### src/rtl/status_bank_pkg.sv
// Shared field layout and types for the multi-channel status bank.
// Offsets are functions of the channel parameters so every instance agrees on one layout.
// Combinational helpers only; no state.
package status_bank_pkg;

    localparam int SUMMARY_PENDING_OFFSET = 0;
    localparam int SUMMARY_IRQ_EN_OFFSET  = 16;

    typedef struct packed {
        logic err_packet;
        logic err_buffer;
    } ch_flags_t;

    function automatic int buf_width(input int depth);
        return $clog2(depth + 1);
    endfunction

    function automatic int off_status_id();
        return 0;
    endfunction

    function automatic int off_buffered(input int id_w);
        return id_w;
    endfunction

    function automatic int off_err_buffer(input int id_w, input int depth);
        return id_w + buf_width(depth);
    endfunction

    function automatic int off_err_packet(input int id_w, input int depth);
        return off_err_buffer(id_w, depth) + 1;
    endfunction

    function automatic int off_err_clear(input int id_w, input int depth);
        return off_err_buffer(id_w, depth) + 2;
    endfunction

    function automatic int off_packet_count(input int id_w, input int depth);
        return off_err_buffer(id_w, depth) + 3;
    endfunction

    function automatic logic [31:0] field_mask(input int offset, input int width);
        return ((32'h1 << width) - 32'h1) << offset;
    endfunction

endpackage

### src/rtl/status_id_fifo.sv
// Per-channel circular FIFO of completed packet IDs.
// Latency: push visible on head/count the cycle after the write edge (no fall-through).
// Backpressure: push while full is ignored unless a pop lands in the same cycle; pop on empty is ignored.
module status_id_fifo #(
    parameter int ID_WIDTH = 6,
    parameter int DEPTH    = 4,
    parameter int CNT_W    = $clog2(DEPTH + 1)
) (
    input  logic                clk,
    input  logic                rst_n,
    input  logic                push,
    input  logic                pop,
    input  logic [ID_WIDTH-1:0] din,
    output logic                full,
    output logic                empty,
    output logic [CNT_W-1:0]    count,
    output logic [ID_WIDTH-1:0] head
);

    localparam int PTR_W = (DEPTH > 1) ? $clog2(DEPTH) : 1;

    logic [ID_WIDTH-1:0] mem [DEPTH];
    logic [PTR_W-1:0]    rd_ptr;
    logic [PTR_W-1:0]    wr_ptr;
    logic [CNT_W-1:0]    occ;
    logic                do_pop;
    logic                do_push;

    function automatic logic [PTR_W-1:0] ptr_next(input logic [PTR_W-1:0] p);
        return (p == PTR_W'(DEPTH - 1)) ? '0 : p + 1'b1;
    endfunction

    assign do_pop  = pop & (occ != '0);
    assign do_push = push & ((occ != CNT_W'(DEPTH)) | do_pop);

    always_ff @(posedge clk or negedge rst_n) begin
        if (!rst_n) begin
            rd_ptr <= '0;
            wr_ptr <= '0;
            occ    <= '0;
        end else begin
            if (do_push) wr_ptr <= ptr_next(wr_ptr);
            if (do_pop)  rd_ptr <= ptr_next(rd_ptr);
            case ({do_push, do_pop})
                2'b10:   occ <= occ + 1'b1;
                2'b01:   occ <= occ - 1'b1;
                default: occ <= occ;
            endcase
        end
    end

    // When full, wr_ptr equals rd_ptr, so a push+pop overwrites exactly the slot being popped.
    always_ff @(posedge clk) begin
        if (do_push) mem[wr_ptr] <= din;
    end

    assign full  = (occ == CNT_W'(DEPTH));
    assign empty = (occ == '0);
    assign count = occ;
    assign head  = empty ? '0 : mem[rd_ptr];

endmodule

### src/rtl/status_bank.sv
// Multi-channel status bank: ID FIFOs, sticky error flags, packet counters, register port and irq.
// Latency: register read data one cycle after reg_rd_en; irq one cycle after a flag change.
// Backpressure: none; overflowing IDs are dropped and flagged in ERR_BUFFER.
module status_bank
    import status_bank_pkg::*;
#(
    parameter int NUM_CH      = 4,
    parameter int ID_WIDTH    = 6,
    parameter int DEPTH       = 4,
    parameter int COUNT_WIDTH = 10,
    parameter int ADDR_W      = $clog2((NUM_CH + 1) * 4)
) (
    input  logic                         clk,
    input  logic                         rst_n,
    input  logic [NUM_CH-1:0]            pkt_valid,
    input  logic [NUM_CH*ID_WIDTH-1:0]   pkt_id,
    input  logic [NUM_CH-1:0]            pkt_err,
    input  logic [NUM_CH-1:0]            id_pop,
    output logic [NUM_CH-1:0]            id_avail,
    output logic [NUM_CH*ID_WIDTH-1:0]   id_head,
    input  logic [ADDR_W-1:0]            reg_addr,
    input  logic                         reg_rd_en,
    output logic                         reg_rd_valid,
    output logic [31:0]                  reg_rd_data,
    input  logic                         reg_wr_en,
    input  logic [31:0]                  reg_wr_data,
    output logic                         irq
);

    localparam int BUF_W      = buf_width(DEPTH);
    localparam int OFF_ID     = off_status_id();
    localparam int OFF_BUF    = off_buffered(ID_WIDTH);
    localparam int OFF_EBUF   = off_err_buffer(ID_WIDTH, DEPTH);
    localparam int OFF_EPKT   = off_err_packet(ID_WIDTH, DEPTH);
    localparam int OFF_ECLR   = off_err_clear(ID_WIDTH, DEPTH);
    localparam int OFF_CNT    = off_packet_count(ID_WIDTH, DEPTH);
    localparam int WORD_IDX_W = ADDR_W - 2;

    logic [WORD_IDX_W-1:0] word_idx;
    logic                  clr_req;
    logic                  wr_summary;
    logic [NUM_CH-1:0]     pending;
    logic [NUM_CH-1:0]     irq_en;
    logic [31:0]           ch_word [NUM_CH];
    logic [31:0]           summary_word;
    logic [31:0]           rd_mux;
    logic                  unused_ok;

    assign word_idx   = reg_addr[ADDR_W-1:2];
    assign clr_req    = |(reg_wr_data & field_mask(OFF_ECLR, 1));
    assign wr_summary = reg_wr_en && (word_idx == WORD_IDX_W'(NUM_CH));
    assign unused_ok  = ^{reg_wr_data, reg_addr[1:0]};

    for (genvar c = 0; c < NUM_CH; c++) begin : g_ch
        logic [ID_WIDTH-1:0]    status_id;
        logic [COUNT_WIDTH-1:0] pkt_cnt;
        ch_flags_t              flags;
        logic [BUF_W-1:0]       occ;
        logic                   fifo_full;
        logic                   fifo_empty;
        logic                   accept;
        logic                   drop;
        logic                   clear;
        logic [31:0]            word;

        assign accept = pkt_valid[c] & (~fifo_full | id_pop[c]);
        assign drop   = pkt_valid[c] & fifo_full & ~id_pop[c];
        assign clear  = reg_wr_en & (word_idx == WORD_IDX_W'(c)) & clr_req;

        status_id_fifo #(
            .ID_WIDTH (ID_WIDTH),
            .DEPTH    (DEPTH),
            .CNT_W    (BUF_W)
        ) u_fifo (
            .clk   (clk),
            .rst_n (rst_n),
            .push  (accept),
            .pop   (id_pop[c]),
            .din   (pkt_id[c*ID_WIDTH +: ID_WIDTH]),
            .full  (fifo_full),
            .empty (fifo_empty),
            .count (occ),
            .head  (id_head[c*ID_WIDTH +: ID_WIDTH])
        );

        // Error events take priority over a same-cycle clear so no event is lost.
        always_ff @(posedge clk or negedge rst_n) begin
            if (!rst_n) begin
                status_id <= '0;
                pkt_cnt   <= '0;
                flags     <= '0;
            end else begin
                if (accept) begin
                    status_id <= pkt_id[c*ID_WIDTH +: ID_WIDTH];
                    pkt_cnt   <= pkt_cnt + COUNT_WIDTH'(1);
                end
                if (drop)       flags.err_buffer <= 1'b1;
                else if (clear) flags.err_buffer <= 1'b0;
                if (pkt_err[c]) flags.err_packet <= 1'b1;
                else if (clear) flags.err_packet <= 1'b0;
            end
        end

        always_comb begin
            word                          = '0;
            word[OFF_ID +: ID_WIDTH]      = status_id;
            word[OFF_BUF +: BUF_W]        = occ;
            word[OFF_EBUF]                = flags.err_buffer;
            word[OFF_EPKT]                = flags.err_packet;
            word[OFF_CNT +: COUNT_WIDTH]  = pkt_cnt;
        end

        assign ch_word[c]  = word;
        assign pending[c]  = flags.err_buffer | flags.err_packet;
        assign id_avail[c] = ~fifo_empty;
    end

    always_comb begin
        summary_word = '0;
        summary_word[SUMMARY_PENDING_OFFSET +: NUM_CH] = pending;
        summary_word[SUMMARY_IRQ_EN_OFFSET +: NUM_CH]  = irq_en;
    end

    always_comb begin
        rd_mux = '0;
        for (int c = 0; c < NUM_CH; c++) begin
            if (word_idx == WORD_IDX_W'(c)) rd_mux = ch_word[c];
        end
        if (word_idx == WORD_IDX_W'(NUM_CH)) rd_mux = summary_word;
    end

    // Read data is captured from pre-edge state, so a same-cycle write is not visible.
    always_ff @(posedge clk or negedge rst_n) begin
        if (!rst_n) begin
            reg_rd_valid <= 1'b0;
            reg_rd_data  <= '0;
            irq_en       <= '0;
            irq          <= 1'b0;
        end else begin
            reg_rd_valid <= reg_rd_en;
            if (reg_rd_en) reg_rd_data <= rd_mux;
            if (wr_summary) irq_en <= reg_wr_data[SUMMARY_IRQ_EN_OFFSET +: NUM_CH];
            irq <= |(pending & irq_en);
        end
    end

endmodule

### config.mk
export PLATFORM = sky130hd
export DESIGN_NAME = status_bank
export DESIGN_NICKNAME = d
export VERILOG_FILES = /design/src/rtl/status_bank_pkg.sv /design/src/rtl/status_id_fifo.sv /design/src/rtl/status_bank.sv
export SDC_FILE = /design/constraint.sdc
export NUM_CORES = 1
export LEC_CHECK = 0
export CAP_MARGIN = 20
export CORE_UTILIZATION = 50
export DETAILED_ROUTE_END_ITERATION = 10
export PLACE_DENSITY = 0.77
export SYNTH_ARGS = -nofsm -noshare
export SYNTH_HDL_FRONTEND = slang
export SYNTH_SLANG_ARGS = --single-unit
### constraint.sdc
create_clock -name clk -period 2.5 [get_ports clk]
set_input_delay 0.375 -clock clk [delete_from_list [all_inputs] [get_ports clk]]
set_output_delay 0.375 -clock clk [all_outputs]
set_load 0.02 [all_outputs]
Word-level counts from Yosys, hierarchy flattened. Memory sizes are Yosys's and may differ from the RTL's. Cells that the tools add are included.

Flip-flop bits (word level): 138. Bits in writable memories: 96. Input bits: 77. Output and inout bits: 62. Logic and storage cells: 201. Memories: 4.

Add/sub/neg operators: 20. Equality and inequality tests: 28. Multiplexer cells: 41. Bitwise gates (word level): 53. Reductions and logical operators: 23.

Memory list: g_ch[0].u_fifo.mem (words 4, bits a word 6, read ports 1, clocked after memory_dff 0, write ports 1, RTL line status_id_fifo.sv:22) `logic [ID_WIDTH-1:0] mem [DEPTH];`; g_ch[1].u_fifo.mem (words 4, bits a word 6, read ports 1, clocked after memory_dff 0, write ports 1, RTL line status_id_fifo.sv:22); g_ch[2].u_fifo.mem (words 4, bits a word 6, read ports 1, clocked after memory_dff 0, write ports 1, RTL line status_id_fifo.sv:22); g_ch[3].u_fifo.mem (words 4, bits a word 6, read ports 1, clocked after memory_dff 0, write ports 1, RTL line status_id_fifo.sv:22).

Operators with widths (number): $mux W32 (4); $add A10 B1 Y10 const B (4); $and A1 B1 Y1 (28); $eq A2 B2 Y1 const B (12); $mux W6 (4); $pmux W3 S2 (4); $reduce_bool A2 Y1 (12); $mux W22 (1); $mux W1 (20); $add A2 B1 Y2 const B (8); $mux W2 (8); $eq A3 B3 Y1 const B (5); $logic_not A3 Y1 (5); $add A3 B1 Y3 const B (4); $ne A3 B3 Y1 const B (4); $not A1 Y1 (12); $or A1 B1 Y1 (12); $reduce_bool A3 Y1 (4); $sub A3 B1 Y3 const B (4); $eq A2 B1 Y1 const B (4); $eq A3 B2 Y1 const B (2); $and A4 B4 Y4 (1); $reduce_or A4 Y1 (1); $eq A3 B1 Y1 const B (1); $logic_and A1 B1 Y1 (1).

Depth between registers and ports, before layout.
Depth after elaboration: 7. Gate-level depth with buffers: 10. Gate-level depth less buffers: 9.

By module. From an unflattened synthesis, not the netlist that was laid out.

Cells, all modules: 806. Area, all modules: 10608.9 µm².

By module, submodules not included: status_id_fifo (instances 4, cells an instance 92, area each 1456.4 µm², sequential area each 895.9 µm²); status_bank (instances 1, cells an instance 438, area each 4783.3 µm², sequential area each 2477.4 µm²).

Worst setup path after synthesis. No wires, ideal clock.

Path kind: register -> register. Start point: register g_ch[2].u_fifo.occ[0]. End point: register g_ch[2].u_fifo.occ[2]. Setup time: 79 ps. Arrival: 2257 ps. Data required time: 2421 ps. Slack: 163 ps. Stages on the path, launching flop included: 11. Path buffers: 1. Period minus slack after synthesis: 2337 ps. Cell sequence: dfrtp_1 -> or4b_4 -> and2_4 -> buf_6 -> clkinv_4 -> ha_1 -> inv_1 -> fa_1 -> xor2_1 -> nor2_1 -> xor2_1.

Cells in the longest elaborated chain, start to end: 7. Elaborated cells on any way between the ends: 15. Those cells by class: add/sub (2); eq/ne (4); mux (1); bitwise (6); reduce/logical (2).

RTL lines: from (decl) (RTL line status_id_fifo.sv:25) `logic [CNT_W-1:0] occ;`; from (signal assigned) (RTL line status_id_fifo.sv:45) `2'b10: occ <= occ + 1'b1;`; from (signal assigned) (RTL line status_id_fifo.sv:46) `2'b01: occ <= occ - 1'b1;`; $eq A3 B3 Y1 (RTL line status_id_fifo.sv:57) `assign full = (occ == CNT_W'(DEPTH));`; $not A1 Y1 (RTL line status_bank.sv:66) `assign accept = pkt_valid[c] & (~fifo_full | id_pop[c]);`; $or A1 B1 Y1 (RTL line status_bank.sv:66); $and A1 B1 Y1 (RTL line status_bank.sv:66); $and A1 B1 Y1 (RTL line status_id_fifo.sv:34) `assign do_push = push & ((occ != CNT_W'(DEPTH)) | do_pop);`; $eq A2 B1 Y1 or $eq A2 B2 Y1 (tied branches) (RTL line status_id_fifo.sv:44) `case ({do_push, do_pop})`; $pmux W3 S2 or $reduce_bool A2 Y1 (tied branches).

Parallel ways exist; a longest one is shown, timed or not. A chain may end at the register's enable or synchronous reset.

Final worst setup path.
Start point: register g_ch[3].u_fifo.rd_ptr[0]. End point: output id_head[18].

Cells in the longest elaborated chain, start to end: 2.

RTL lines: from (decl) (RTL line status_id_fifo.sv:23) `logic [PTR_W-1:0] rd_ptr;`; from (signal assigned) (RTL line status_id_fifo.sv:43) `if (do_pop) rd_ptr <= ptr_next(rd_ptr);`; $mem_v2 Z4 W6; $mux W6 (RTL line status_id_fifo.sv:60) `assign head = empty ? '0 : mem[rd_ptr];`; to (decl) (RTL line status_bank.sv:20) `output logic [NUM_CH*ID_WIDTH-1:0] id_head,`.

Every way passes these cells.

==> flow_summary.ini <==
[worst_setup_path]
crit_chain = buf_12 > buf_4 > mux4_2 > and2_1 > clkdlybuf4s15_1
critPathMaxStageDelay_ps = 480
worstSetupEndpointType = output pin
startpoint_type = flip-flop
worstSetupPathType = reg -> out
timing.critical_path.required_ps = 2120
cp_slowest_cell = sky130_fd_sc_hd__mux4_2
worst_ep_arrival_time_ps = 2070
critPathMaxFanout = 4

[clocking]
clock_sink_count = 223
cts.reportedPaths.clkPinSlew_ps = 60
htreeDepth = 1
cts_max_path_buffers = 3
clock_tree_from_tritoncts = done
clkLatencyLatePin_ps = 510
clock_buffers_created_by_tritoncts = 23
clk_root_buffer_cell = sky130_fd_sc_hd__clkbuf_16

[die]
die_y_um = 144
fp.dieArea_mm2 = 0.0206
core_area_mm2 = 0.0195
design.portCount = 139
initial_util_pct = 51.3
num_rows = 51
die_x_um = 144

[sta]
upper_clock_frequency_limit_mhz = 408
setup_viol_count_final = 0
timing.clock.skew_ps = 8.01
timing_max_transition_violations_final = 0
period_needed_ps = 2450
tightest_slew_ps = 551
post-route-period-util_pct = 97.9
finalHoldViolCount = 0
grt_setup_unrepaired = no
slew-limit-headroom_pct = 63.2

[synth]
postSynth.asyncResetShare_pct = 57.0
synth_largest_area_cell = sky130_fd_sc_hd__dfrtp_1
synth_compound_area_share_pct = 3.62
synth_area_mm2 = 0.0100
yosys-top-cells-area = sky130_fd_sc_hd__dfrtp_1 32%, sky130_fd_sc_hd__edfxtp_1 29%, sky130_fd_sc_hd__mux4_2 9.2%
synth.yosys.warnings = 0
commonest_cells_post_synth = 127 x sky130_fd_sc_hd__dfrtp_1, 112 x sky130_fd_sc_hd__nand2_1, 96 x sky130_fd_sc_hd__edfxtp_1, 41 x sky130_fd_sc_hd__mux4_2, 38 x sky130_fd_sc_hd__inv_1
synth-seq-cells = 223
synthXorXnorAreaFrac_pct = 4.20
synth_top_family_by_area = simple AND/OR/NAND/NOR gates
yosys.area.top_type_share_pct = 31.7
post_synth.cell_area_avg_um2 = 13.3
synth-edff-count = 96
ys_seq_area_share_pct = 60.5
multiplexer_share_of_the_synthesized_area_pct = 10.9
syn-instance-count = 755
post_synth_fa_ha_maj_area_fraction_pct = 4.30
most_common_cell_in_the_synthesized_netlist = sky130_fd_sc_hd__dfrtp_1
postSynth.topFlopCell = sky130_fd_sc_hd__dfrtp_1
synth_cell_types = 43
post_synth_and_or_nand_nor_area_fraction_pct = 12.3

[route]
antenna_violating_nets_post_route = 0
via_count = 6430
finalWirelength_mm = 22.1
wire_per_inst_um = 18.8
drt_first_pass_iters = 5
avgViaCountPerCell = 5.48
drt_drc_violations_left = 0
drt_iter0_markers = 362

[grt]
grt_max_degree = 47
global_route_wire_length_before_repair_mm = 35.3
overflow = 0
globalRouteTotalUtil_pct = 22.7
antenna_found_initial = 0
first_global_vias = 6626

[layout]
drive_above_1_share_pct = 16.8
n_antenna_cell = 0
layout.cells.non_filler = 1174
area_delta_synth_final_pct = 23.1
final_area_mm2 = 0.0123
design.final.nets = 1002

[placed_design]
gp_routability_congestion = 0.832
placed_cells = 1110
place_hpwl_mm = 15.3
port-buffer-count = 98
detailed_place.area_mm2 = 0.0114

[power_and_ir_drop]
cellLeakagePower_uw = 0.00522
powerDensity_mw_per_mm2 = 1100
power.ir.vdd_worst_v = 0.000505

[worst_hold_path]
worstHoldPathType = in -> async

[flow_run]
cap_violations = 0

[status]
outcome = complete, no violations
==> metrics by stage <==
stage          TNS [ps]  power [uW]  util (%)  hold WS [ps]  setup slack [ps]
3_5_place_dp       -356       10000      58.1           395              -116
2_1_floorplan         0        8320         -          79.4               163
4_1_cts               0       13600      62.8           411              1.48
3_3_place_gp      -78.5        9820      58.1           398             -66.0
6_report              0       13600      63.1           400              51.3
5_1_grt               0       14400      63.1           434              2.02
==> cell usage in the layout, fill, tap and decap left out, drive strengths merged, types with 8 or more instances in the layout <==
cell type / instances
nor2b: 8
mux2: 8
and3: 15
a21o: 8
nand2: 113
edfxtp: 96
dfrtp: 127
dlygate4sd2: 20
a21oi: 8
clkdlybuf4s50: 73
or3: 10
mux2i: 8
clkinv: 8
and2: 38
nor2: 22
conb: 11
o21ai: 33
xor2: 14
mux4: 41
xnor2: 34
buf: 48
inv: 41
nand4: 15
nand3: 11
clkbuf: 31
ha: 28
==> sequential cells by signal, summed over array words and instances, names as in the netlist <==
| register | cells |
|---|---|
| reg_rd_data | 21 |
| irq_en | 4 |
| g_ch.u_fifo.mem | 96 |
| ch_word | 8 |
| g_ch.status_id | 24 |
| irq | 1 |
| g_ch.u_fifo.count | 12 |
| g_ch.pkt_cnt | 40 |
| g_ch.u_fifo.wr_ptr | 8 |
| g_ch.u_fifo.rd_ptr | 8 |
| reg_rd_valid | 1 |
==> worst paths after layout <==
| path | startpoint | to | slack [ps] | cells after the start |
|---|---|---|---|---|
| worst max-delay path | g_ch[3].u_fifo.rd_ptr[0]$_DFFE_PN0P_ | id_head[18] | 50 | 5 |
| worst min-delay path | rst_n | g_ch[3].u_fifo.wr_ptr[0]$_DFFE_PN0P_ | 400 | 2 |
| worst max register to register | g_ch[3].u_fifo.count[0]$_DFFE_PN0P_ | g_ch[3].u_fifo.count[2]$_DFFE_PN0P_ | 160 | 9 |
| worst min register to register | g_ch[1].pkt_cnt[9]$_DFFE_PN0P_ | g_ch[1].pkt_cnt[9]$_DFFE_PN0P_ | 480 | 1 |
| max in group asynchronous | rst_n | g_ch[2].u_fifo.rd_ptr[0]$_DFFE_PN0P_ | 1460 | 3 |
| min in group clk | pkt_err[0] | ch_word[106]$_DFFE_PN0P_ | 440 | 2 |
==> metal layers <==
metal	GRT usage (%)	vias to the layer above	wire [um]
met5	0	-	0
met4	7.73	0	637
met3	3.97	46	1530
met2	38.0	253	10900
met1	30.0	3227	9040
li1	-	2904	-
==> what timing repair did <==
item	4_1_cts	5_1_grt
hold buffers	1	0
endpoints found under the setup margin	24	9
gates resized for setup	32	3
setup buffers	15	7
hold endpoints to repair	38	0
==> final cells by class <==
| type | instances | area, um^2 |
|---|---|---|
| repair buffers | 146 | 1390 |
| clock buffers | 31 | 677 |
| well taps | 265 | 332 |
| multi-input cells | 457 | 3600 |
| inverters | 42 | 163 |
| flip-flops and latches | 223 | 6070 |
| fillers | 1461 | 7200 |
| clock inverters | 10 | 100 |
==> cell families (layout without fill, tap and decap cells) <==
logic type,count (synthesis),after routing
buf+inv,85,229
fa+ha+maj,32,32
flops,223,223
xor+xnor,48,48
simple gates,248,248
other cells,1,11
mux,57,57
compound gates,61,61
==> worst max-delay path: cells and delay by family (launching register included) <==
kind | cells | cell delay (ps)
buf+inv | 3 | 510
mux | 1 | 480
flops | 1 | 410
simple gates | 1 | 170
==> power breakdown <==
part	leakage, uW	switching, uW	internal [uW]
clock	0.000385	1390	2100
combinational	0.00239	2140	2280
sequential	0.00244	870	4790
total	0.00522	4410	9170
Note: power is estimated with default switching activity, not from simulation.
